--- src/rtl/hamming_decoder_stream.sv ---
// Streaming Hamming(7,4) SEC decoder: two-stage valid/ready pipeline
// (S1 = codeword + syndrome, S2 = corrected data + flags) with saturating
// word / correction statistics.
`timescale 1ns/1ps
module hamming_decoder_stream #(
    parameter int CNT_W = 16
) (
    input  logic             clk,
    input  logic             rst,
    input  logic [6:0]       ham_data,
    input  logic             in_valid,
    output logic             in_ready,
    output logic [3:0]       data,
    output logic             err_flag,
    output logic [2:0]       err_pos,
    output logic             out_valid,
    input  logic             out_ready,
    input  logic             clr_cnt,
    output logic [CNT_W-1:0] word_cnt,
    output logic [CNT_W-1:0] corr_cnt
);
    localparam int STAGES = 2;

    typedef struct packed {
        logic [6:0] code;
        logic [2:0] syn;
    } s1_t;

    typedef struct packed {
        logic [3:0] data;
        logic       err;
        logic [2:0] pos;
    } s2_t;

    logic [STAGES:1] vld_pipe;
    s1_t             s1_q, s1_d;
    s2_t             s2_q, s2_d;
    logic            s1_ld, s2_ld, out_hs;
    logic [6:0]      flip, fix_code;

    // S2 drains when empty or downstream takes it; S1 follows S2.
    assign s2_ld    = !vld_pipe[2] || out_ready;
    assign s1_ld    = !vld_pipe[1] || s2_ld;
    assign in_ready = s1_ld;
    assign out_hs   = vld_pipe[2] && out_ready;

    // Syndrome of the incoming word, captured alongside it in S1.
    always_comb begin
        s1_d.code   = ham_data;
        s1_d.syn[0] = ham_data[0] ^ ham_data[2] ^ ham_data[4] ^ ham_data[6];
        s1_d.syn[1] = ham_data[1] ^ ham_data[2] ^ ham_data[5] ^ ham_data[6];
        s1_d.syn[2] = ham_data[3] ^ ham_data[4] ^ ham_data[5] ^ ham_data[6];
    end

    // Flip the bit named by the syndrome and pull out the data positions.
    always_comb begin
        flip = '0;
        if (s1_q.syn != 3'd0)
            flip[s1_q.syn - 3'd1] = 1'b1;
        fix_code  = s1_q.code ^ flip;
        s2_d.data = {fix_code[6], fix_code[5], fix_code[4], fix_code[2]};
        s2_d.err  = |s1_q.syn;
        s2_d.pos  = s1_q.syn;
    end

    // Stage 1: payload only captured on an input handshake.
    always_ff @(posedge clk) begin
        if (rst) begin
            vld_pipe[1] <= 1'b0;
            s1_q        <= '0;
        end else if (s1_ld) begin
            vld_pipe[1] <= in_valid;
            if (in_valid)
                s1_q <= s1_d;
        end
    end

    // Stage 2: holds outputs stable while stalled.
    always_ff @(posedge clk) begin
        if (rst) begin
            vld_pipe[2] <= 1'b0;
            s2_q        <= '0;
        end else if (s2_ld) begin
            vld_pipe[2] <= vld_pipe[1];
            if (vld_pipe[1])
                s2_q <= s2_d;
        end
    end

    // Saturating statistics; clear wins over a same-cycle handshake.
    always_ff @(posedge clk) begin
        if (rst || clr_cnt) begin
            word_cnt <= '0;
            corr_cnt <= '0;
        end else if (out_hs) begin
            if (word_cnt != '1)
                word_cnt <= word_cnt + 1'b1;
            if (s2_q.err && corr_cnt != '1)
                corr_cnt <= corr_cnt + 1'b1;
        end
    end

    assign out_valid = vld_pipe[2];
    assign data      = s2_q.data;
    assign err_flag  = s2_q.err;
    assign err_pos   = s2_q.pos;

endmodule

--- config.mk ---
export PLATFORM = sky130hd
export DESIGN_NAME = hamming_decoder_stream
export DESIGN_NICKNAME = d
export VERILOG_FILES = /design/src/rtl/hamming_decoder_stream.sv
export SDC_FILE = /design/constraint.sdc
export NUM_CORES = 1
export LEC_CHECK = 0
export CAP_MARGIN = 25
export CORE_MARGIN = 3
export CORE_UTILIZATION = 54
export DETAILED_ROUTE_END_ITERATION = 8
export PLACE_DENSITY = 0.82
export SYNTH_ARGS = -nofsm -noshare
export SYNTH_HDL_FRONTEND = slang
export SYNTH_SLANG_ARGS = --single-unit
export TNS_END_PERCENT = 20
--- constraint.sdc ---
create_clock -name clk -period 4.1 [get_ports clk]
set_clock_uncertainty 0.15 [all_clocks]
set_input_delay 1.025 -clock clk [delete_from_list [all_inputs] [get_ports clk]]
set_output_delay 1.025 -clock clk [all_outputs]
set_load 0.03 [all_outputs]
; ---- Word-level counts from Yosys, hierarchy flattened
; Index checks and enable logic that the tools add are counted.
[totals]
input_bits = 12
ff_bits = 52
elab_cells = 43
out_inout_bits = 42
[classes]
mux = 3
n_addsub = 3
eq_ne = 2
n_reduce_logical = 14
bitwise = 10
magnitude_cmp = 2
[ops]
columns = cell, count
row1 = $add A16 B1 Y16 const B, 2
row2 = $ne A16 B16 Y1 const B, 2
row3 = $xor A1 B1 Y1, 9
row4 = $reduce_and A2 Y1, 4
row5 = $mux W7, 1
row6 = $xor A7 B7 Y7, 1
row7 = $lt A3 B4 Y1 const B, 1
row8 = $demux W1 S3, 1
row9 = $ge A3 B1 Y1 const B, 1
row10 = $logic_and A1 B1 Y1, 3
row11 = $logic_or A1 B1 Y1, 3
row12 = $reduce_bool A3 Y1, 1
row13 = $reduce_or A3 Y1, 1
row14 = $sub A3 B1 Y3 const B, 1
row15 = $logic_not A1 Y1, 2
row16 = $mux W1, 1

; ---- Longest topological paths before layout
; Gate-level depths: netlist (run 1).
[depth]
ltp_word = 7
depth_mapped = 6
depth_no_buf = 6

; ---- Worst setup path before layout (run 1)
; No wires, ideal clock.
[synth_path]
path_type = input to output
start = input out_ready
end = output in_ready
path_buffers = 0
stages = 1
t_required_ns = 2.925
arrival_ns = 1.371
path_slack_ns = 1.554
cell_sequence = nand3b_1
[synth_between]
elab_chain_cells = 2
[synth_lines]
columns = item, line
row1 = from (decl), 17  ; input logic out_ready,
row2 = $logic_or A1 B1 Y1, 42  ; assign s2_ld = !vld_pipe[2] || out_ready;
row3 = $logic_or A1 B1 Y1, 43  ; assign s1_ld = !vld_pipe[1] || s2_ld;
row4 = to (decl), 12  ; output logic in_ready,
; Every way passes these cells.

; ---- Final worst setup path (run 1)
; Same ends and word-level chain as after synthesis.

==> results of run 1 <==
[final timing paths]
check / end / slack (ps) / depth (start not counted)
hold reg to reg: out_valid / 340 / 2
hold / removal: out_valid / 340 / 2
setup / recovery: in_ready / 510 / 3
setup reg to reg: word_cnt[5] / 1780 / 5
[critical path: stages]
cell,delay [ps]
clkdlybuf4s50_1,540
nand3b_1,160
clkdlybuf4s50_1,680
[cell usage after synthesis, types with 4 or more instances]
cell type,n,area (um^2)
a211oi_1,9,67.6
a21oi_1,22,110
and2_1,4,25.0
and4_1,5,43.8
clkbuf_1,11,41.3
dfxtp_1,49,981
ha_1,4,50.1
inv_1,9,33.8
mux2i_1,9,90.1
nand2_1,18,67.6
nand3_1,13,65.1
nand4_1,7,43.8
nor2_1,19,71.3
nor3_1,13,65.1
nor4_1,6,37.5
o211ai_1,6,45.0
o21ai_0,7,35.0
o31ai_1,10,75.1
or3_1,11,68.8
or4_1,10,75.1
xnor2_1,4,35.0
xor2_1,9,78.8
[sequential cells by signal, indices dropped and copies added (netlist names)]
register	count
corr_cnt	16
data	4
err_flag	1
err_pos	3
out_valid	1
s1_q	7
vld_pipe	1
word_cnt	16
[metal layers]
layer / vias up / wire, um / share of wire [%]
met5: - / 0 / 0
met4: 0 / 80 / 1.5
met3: 11 / 223 / 4.3
met2: 56 / 2490 / 48
met1: 1065 / 2410 / 46
li1: 1177 / - / -
[cells by family after synthesis]
logic type               count (synthesis)  share of synthesized area, %
adder cells (fa/ha/maj)                  4                          2.03
multiplexers                             9                          3.65
buffers and inverters                   24                          4.96
XOR/XNOR                                13                          4.61
AO/OA/AOI/OAI                           68                          18.2
flip-flops                              49                          39.7
AND/OR/NAND/NOR                        120                          26.9
[power breakdown]
part	switching [mW]	total (mW)	internal, mW
logic	0.0533	0.0985	0.0451
registers	0.00977	0.497	0.487
clock network	0.162	0.361	0.199
[area by class of cell]
type	count	area, um^2	area share, %
inverter	9	33.8	1.09
clock buffer	7	86.3	2.78
sequential	49	981	31.6
clock inverter	1	30.0	0.967
tap	50	62.6	2.01
multi-input combinational	214	1370	44.0
timing repair buffer	55	546	17.6
[through the flow]
step                hold slack [ps]  total power, mW  utilization, %  worst slack, ps  cell area [um^2]
finish                          336            0.957            73.9              509              3110
global route                    374            0.990            73.9              440              3110
CTS                             341            0.964            73.9              502              3110
detailed placement              329            0.607            71.2              511              2990
global placement                295            0.605            71.2              517              2990
floorplan                       284            0.575               -             1550              2470
[cell usage in the layout, fill, tap and decap left out, types with 4 or more instances in the layout]
| cell type | synthesis | layout |
|---|---|---|
| clkdlybuf4s50_1 | 0 | 53 |
| dfxtp_1 | 49 | 49 |
| a21oi_1 | 22 | 22 |
| nor2_1 | 19 | 19 |
| nand2_1 | 18 | 18 |
| nand3_1 | 13 | 13 |
| nor3_1 | 13 | 13 |
| or3_1 | 11 | 11 |
| o31ai_1 | 10 | 10 |
| or4_1 | 10 | 10 |
| inv_1 | 9 | 9 |
| a211oi_1 | 9 | 9 |
| xor2_1 | 9 | 9 |
| mux2i_1 | 9 | 9 |
| nand4_1 | 7 | 7 |
| o21ai_0 | 7 | 7 |
| o211ai_1 | 6 | 6 |
| nor4_1 | 6 | 6 |
| clkbuf_8 | 0 | 6 |
| and4_1 | 5 | 5 |
| and2_1 | 4 | 4 |
| xnor2_1 | 4 | 4 |
| ha_1 | 4 | 4 |
==> key figures, run 1 <==
STA
  • Fin Setup TNS: 0 ps
  • Max-slew violation count: 0
  • Max Clock Freq: roughly 280 MHz
  • Slew HR: a little over two fifths
  • Final Cycle Share: around 88%
  • Fin crit period: between 3000 and 4000 ps
  • Worst-margin pin slew: 860 ps
  • RSZ-0062 raised after global routing: false
  • Setup violators final: 0
  • Final Hold Viols: 0

Yosys
  • Synth Net Count: 303
  • Synthesized area: ~2500 um^2
  • EDFF count, synth: 0
  • Proportion of synthesized chip area in sequential cells: 39.7%
  • Synth Flop Type: dfxtp_1
  • FFs w/ async S/R, synth: 0%
  • #FFs+latches synth: slightly below 50
  • Distinct cells, synth: 43
  • Number of synthesis warnings: 0
  • Avg Inst Size Synth: about 8.6 um^2
  • Synthesized instance count: 287

Clock network
  • Clock sink count: 49
  • Worst-Skew Late Latency: around 300 ps
  • Clock Path Buffers: 2
  • H-tree Lvls: 2
  • Hold Buf Count CTS: 0
  • CTS tree: done
  • Post-CTS sizing: 0
  • Post-CTS Setup Repair Bufs: 0
  • Root buf cell: clkbuf_8
  • Clk slew on worst S/H paths: about 90 ps
  • Number of CTS-inserted buffers: 5

Finish
  • Synth-to-layout area growth: 25.7%
  • Final cell count without fillers: 385
  • Antenna diodes: 0
  • Share of cells above drive strength 1: approximately 4.8%
  • Fillers: between 300 and 400
  • Nets@finish: 350

Critical path
  • Worst setup SP type: input pin
  • Critical Path AT: approximately 2400 ps
  • Kind of critical path: input pin to primary output
  • Worst setup startpoint: out_ready
  • Critical Path End Type: primary output
  • Worst EP required: around 2900 ps
  • Max FO, Critical Path: 6
  • Worst R2R Start: word_cnt[0]

Global route
  • Met2 Use GR: between 30% and 40%
  • Routing usage on met3: 4.79%
  • Total grt overflow: 0
  • Largest net degree at the start of global routing: 26
  • Busiest grt layer: met2
  • All-layer global routing usage: about a fifth
  • GR Layer Usage met1: around a quarter
  • Global-route wire length before repair: roughly 8900 um
  • Initial antenna violation count: 0
  • Vias in the first global route: 2,082

Drt
  • Final ANT Viol Nets: 0
  • Total number of vias: around 2,300
  • Final wirelength: 5210 um
  • DR DRC count: 0
  • Drt first pass iters: 4
  • WL/cell: 13.5 um
  • DRT iter0 DRCs: 103
  • Via density per instance: 6.00

Placed design
  • Post-DP HPWL: 3890 um
  • Port Buffers: 53
  • Placed Cells incl. Taps: around 380
  • Final RePlAce weighted congestion: approximately 0.80

Floorplanning
  • Die Area: between 5000 and 6000 um^2
  • Die height: 73.6 um
  • Die Wd: between 70 and 80 um
  • # rows: 23
  • Initial core utilization: 58.8%
  • CORE AREA: ~4200 um^2
  • Num ports: 54

Worst hold path
  • HP Start: vld_pipe[1]
  • Hold Path Class: flip-flop to flip-flop

Job
  • Max-cap violations: 0

Power and ir drop
  • Peak supply drop: about 0.22 mV
  • Leak: ~1 nW
  • Power per cell area: approximately 310 nW/um^2

Outcome
  • Outcome: complete, no violations
Note: power is estimated with default switching activity, not from simulation.
==> run 2: changes to the inputs <==
--- a/config.mk
+++ b/config.mk
@@ -5,11 +5,12 @@
 export SDC_FILE = /design/constraint.sdc
 export NUM_CORES = 1
 export LEC_CHECK = 0
+export ABC_AREA = 1
 export CAP_MARGIN = 25
 export CORE_MARGIN = 3
-export CORE_UTILIZATION = 54
+export CORE_UTILIZATION = 56
 export DETAILED_ROUTE_END_ITERATION = 8
-export PLACE_DENSITY = 0.82
+export PLACE_DENSITY = 0.84
 export SYNTH_ARGS = -nofsm -noshare
 export SYNTH_HDL_FRONTEND = slang
 export SYNTH_SLANG_ARGS = --single-unit
==> key figures, run 2 <==
STA
  • Final Cycle Share: 88.1% (+0.48 points)
  • Slew HR: 42.6% (+0.68 points)
  • Max-slew violation count: 0 (unchanged)
  • RSZ-0062 raised after global routing: false
  • Fin Setup TNS: 0 ps (unchanged)
  • Worst-margin pin slew: 860 ps (+0.177 ps)
  • Final Hold Viols: 0 (unchanged)
  • Post-route setup slack: 489 ps (-19.7 ps)
  • Fin crit period: 3610 ps (+19.7 ps)
  • Setup violators final: 0 (unchanged)
  • Max Clock Freq: 277 MHz (-0.55%)

Clock network
  • CTS tree: done
  • H-tree Lvls: 2 (unchanged)
  • Root buf cell: clkbuf_8
  • Clock Path Buffers: 2 (unchanged)
  • Worst-Skew Late Latency: 310 ps (about the same)
  • Post-CTS Setup Repair Bufs: 0 (unchanged)
  • Hold Buf Count CTS: 0 (unchanged)
  • Clk slew on worst S/H paths: 90 ps (about the same)
  • Clock sink count: 49 (unchanged)
  • Number of CTS-inserted buffers: 5 (unchanged)
  • Post-CTS sizing: 0 (unchanged)

Yosys
  • Synthesized instance count: 415 (+45%)
  • Synth top area share: 35.6% (-4.1 points)
  • #FFs+latches synth: 49 (unchanged)
  • Synth top area cells: dfxtp_1 36%, nand2_1 15%, nor2_1 8.3%
  • Synth Net Count: 431 (+42%)
  • Avg Inst Size Synth: 6.64 um^2 (-23%)
  • Synthesized area: 2760 um^2 (+12%)
  • Number of synthesis warnings: 0 (unchanged)
  • Distinct cells, synth: 25 (-42%)
  • Largest area contributor in the netlist: dfxtp_1
  • EDFF count, synth: 0 (unchanged)
  • FFs w/ async S/R, synth: 0% (unchanged)
  • Top cells by count, synth: 107 x nand2_1, 61 x nor2_1, 55 x inv_1, 49 x dfxtp_1, 29 x a21oi_1
  • Synth Flop Type: dfxtp_1
  • Proportion of synthesized chip area in sequential cells: 35.6% (-4.1 points)
  • Count leader, synth: nand2_1

Floorplanning
  • # rows: 24 (+4.3%)
  • Initial core utilization: 60.4% (+1.6 points)
  • Num ports: 54 (unchanged)
  • Die height: 76.2 um (+3.4%)
  • Die Wd: 76.2 um (+3.4%)
  • CORE AREA: 4560 um^2 (+8.6%)
  • Die Area: 5800 um^2 (+6.9%)

Global route
  • Initial antenna violation count: 0 (unchanged)
  • Total grt overflow: 0 (unchanged)
  • All-layer global routing usage: 21.1% (+0.40 points)
  • Global-route wire length before repair: 10,400 um (+16%)
  • Largest net degree at the start of global routing: 22 (-15%)
  • Vias in the first global route: 2,422 (+16%)

Finish
  • Most frequent cells in the layout: 107 x nand2_1, 61 x nor2_1, 55 x inv_1
  • Commonest non-fill, non-tap cell in the layout: nand2_1
  • Largest registers: corr_cnt: 16 flops, word_cnt: 16 flops, s1_q: 7 flops
  • Fin util: 74.7% (+0.78 points)
  • Antenna diodes: 0 (unchanged)
  • Nets@finish: 482 (+38%)
  • Share of cells above drive strength 1: 8.14% (+3.4 points)
  • Synth-to-layout area growth: 23.7%

Placed design
  • Port Buffers: 53 (unchanged)
  • Post-DP HPWL: 4370 um (+12%)
  • Final RePlAce weighted congestion: 0.859 (+7.0%)
  • Place WS: 491 ps (-19.7 ps)

Power and ir drop
  • Switching power: 258 uW (+15%)
  • Sequential Power Share: 50.9% (-1.1 points)
  • P_int: 721 uW (-1.4%)
  • Design Power: 980 uW (+2.4%)
  • Clock network power share: 36.4% (-1.4 points)
  • Power per cell area: 287 nW/um^2 (-6.7%)
  • Comb pwr share: 12.8% (+2.5 points)
  • Leak: 1.37 nW (+38%)
  • Switching fraction of total power: 26.4% (+2.8 points)
  • Peak supply drop: 0.228 mV (+3.3%)

Critical path
  • Critical Path End Type: primary output
  • Worst setup SP type: input pin
  • Worst EP required: 2920 ps (about the same)
  • Max FO, Critical Path: 3 (-3)
  • Kind of critical path: input pin to primary output
  • Critical Path AT: 2440 ps (+20 ps)

Drt
  • Final ANT Viol Nets: 0 (unchanged)
  • Total number of vias: 2,673 (+16%)
  • Via density per instance: 5.02 (-16%)
  • Final wirelength: 5930 um (+14%)
  • Drt first pass iters: 4 (unchanged)
  • WL/cell: 11.1 um (-18%)
  • DRT iter0 DRCs: 211 (+100%)
  • DR DRC count: 0 (unchanged)

Worst hold path
  • Hold Path Class: flip-flop to flip-flop

Outcome
  • Outcome: complete, no violations

Job
  • Max-cap violations: 0 (unchanged)
## run 2: final cells by class
class | count | area [um^2]
clock buffers | 5 | 68.8
clock inverters | 3 | 43.8
fillers | 381 | 1150
inverters | 56 | 210
multi-input cells | 300 | 1490
flip-flops and latches | 49 | 981
well taps | 65 | 81.3
repair buffers | 54 | 538
## run 2: worst max-delay path: stages
cell and delay (ps):
clkdlybuf4s50_1 510, inv_1 60, nand3_1 140, clkdlybuf4s50_1 700
## run 2: kinds of logic after synthesis
family                     after synthesis  synth area share [%]
AOI/OAI and AO/OA                       47                  8.81
xor gates and xnor gates                19                  6.04
adders and majority gates                4                  1.82
buffers and inverters                   66                  10.4
DFF                                     49                  35.6
and+or+nand+nor                        230                  37.3
## run 2: worst paths after layout
| check | to | slack [ps] | start | cells after the start |
|---|---|---|---|---|
| max | in_ready | 490 | out_ready | 4 |
| min | s1_q[5] | 320 | s1_q[5] | 2 |
| max reg2reg | corr_cnt[15] | 1950 | corr_cnt[0] | 9 |
| min reg2reg | s1_q[5] | 320 | s1_q[5] | 2 |
## run 2: power by group through the flow
stage | clock network, mW | logic, mW | registers [mW]
after global routing | 0.374 | 0.138 | 0.500
after floorplan | 0 | 0.0765 | 0.521
after detailed placement | 0 | 0.124 | 0.510
final | 0.356 | 0.125 | 0.499
after CTS | 0.359 | 0.125 | 0.499
after global placement | 0 | 0.122 | 0.509
## run 2: metal layers
metal,share of wire [%],GRT usage (%),vias to the layer above
li1,-,-,1386
met1,45,24.7,1212
met2,49,37.6,66
met3,4.6,5.08,9
met4,1.3,6.88,0
met5,0,0,-
## run 2: stage by stage
step / hold slack (ps) / cell area (um^2) / std cells
floorplan: 284 / 2760 / 415
CTS: 315 / 3410 / 532
global placement: 295 / 3300 / 524
global route: 349 / 3410 / 532
detailed placement: 303 / 3300 / 524
finish: 317 / 3410 / 532
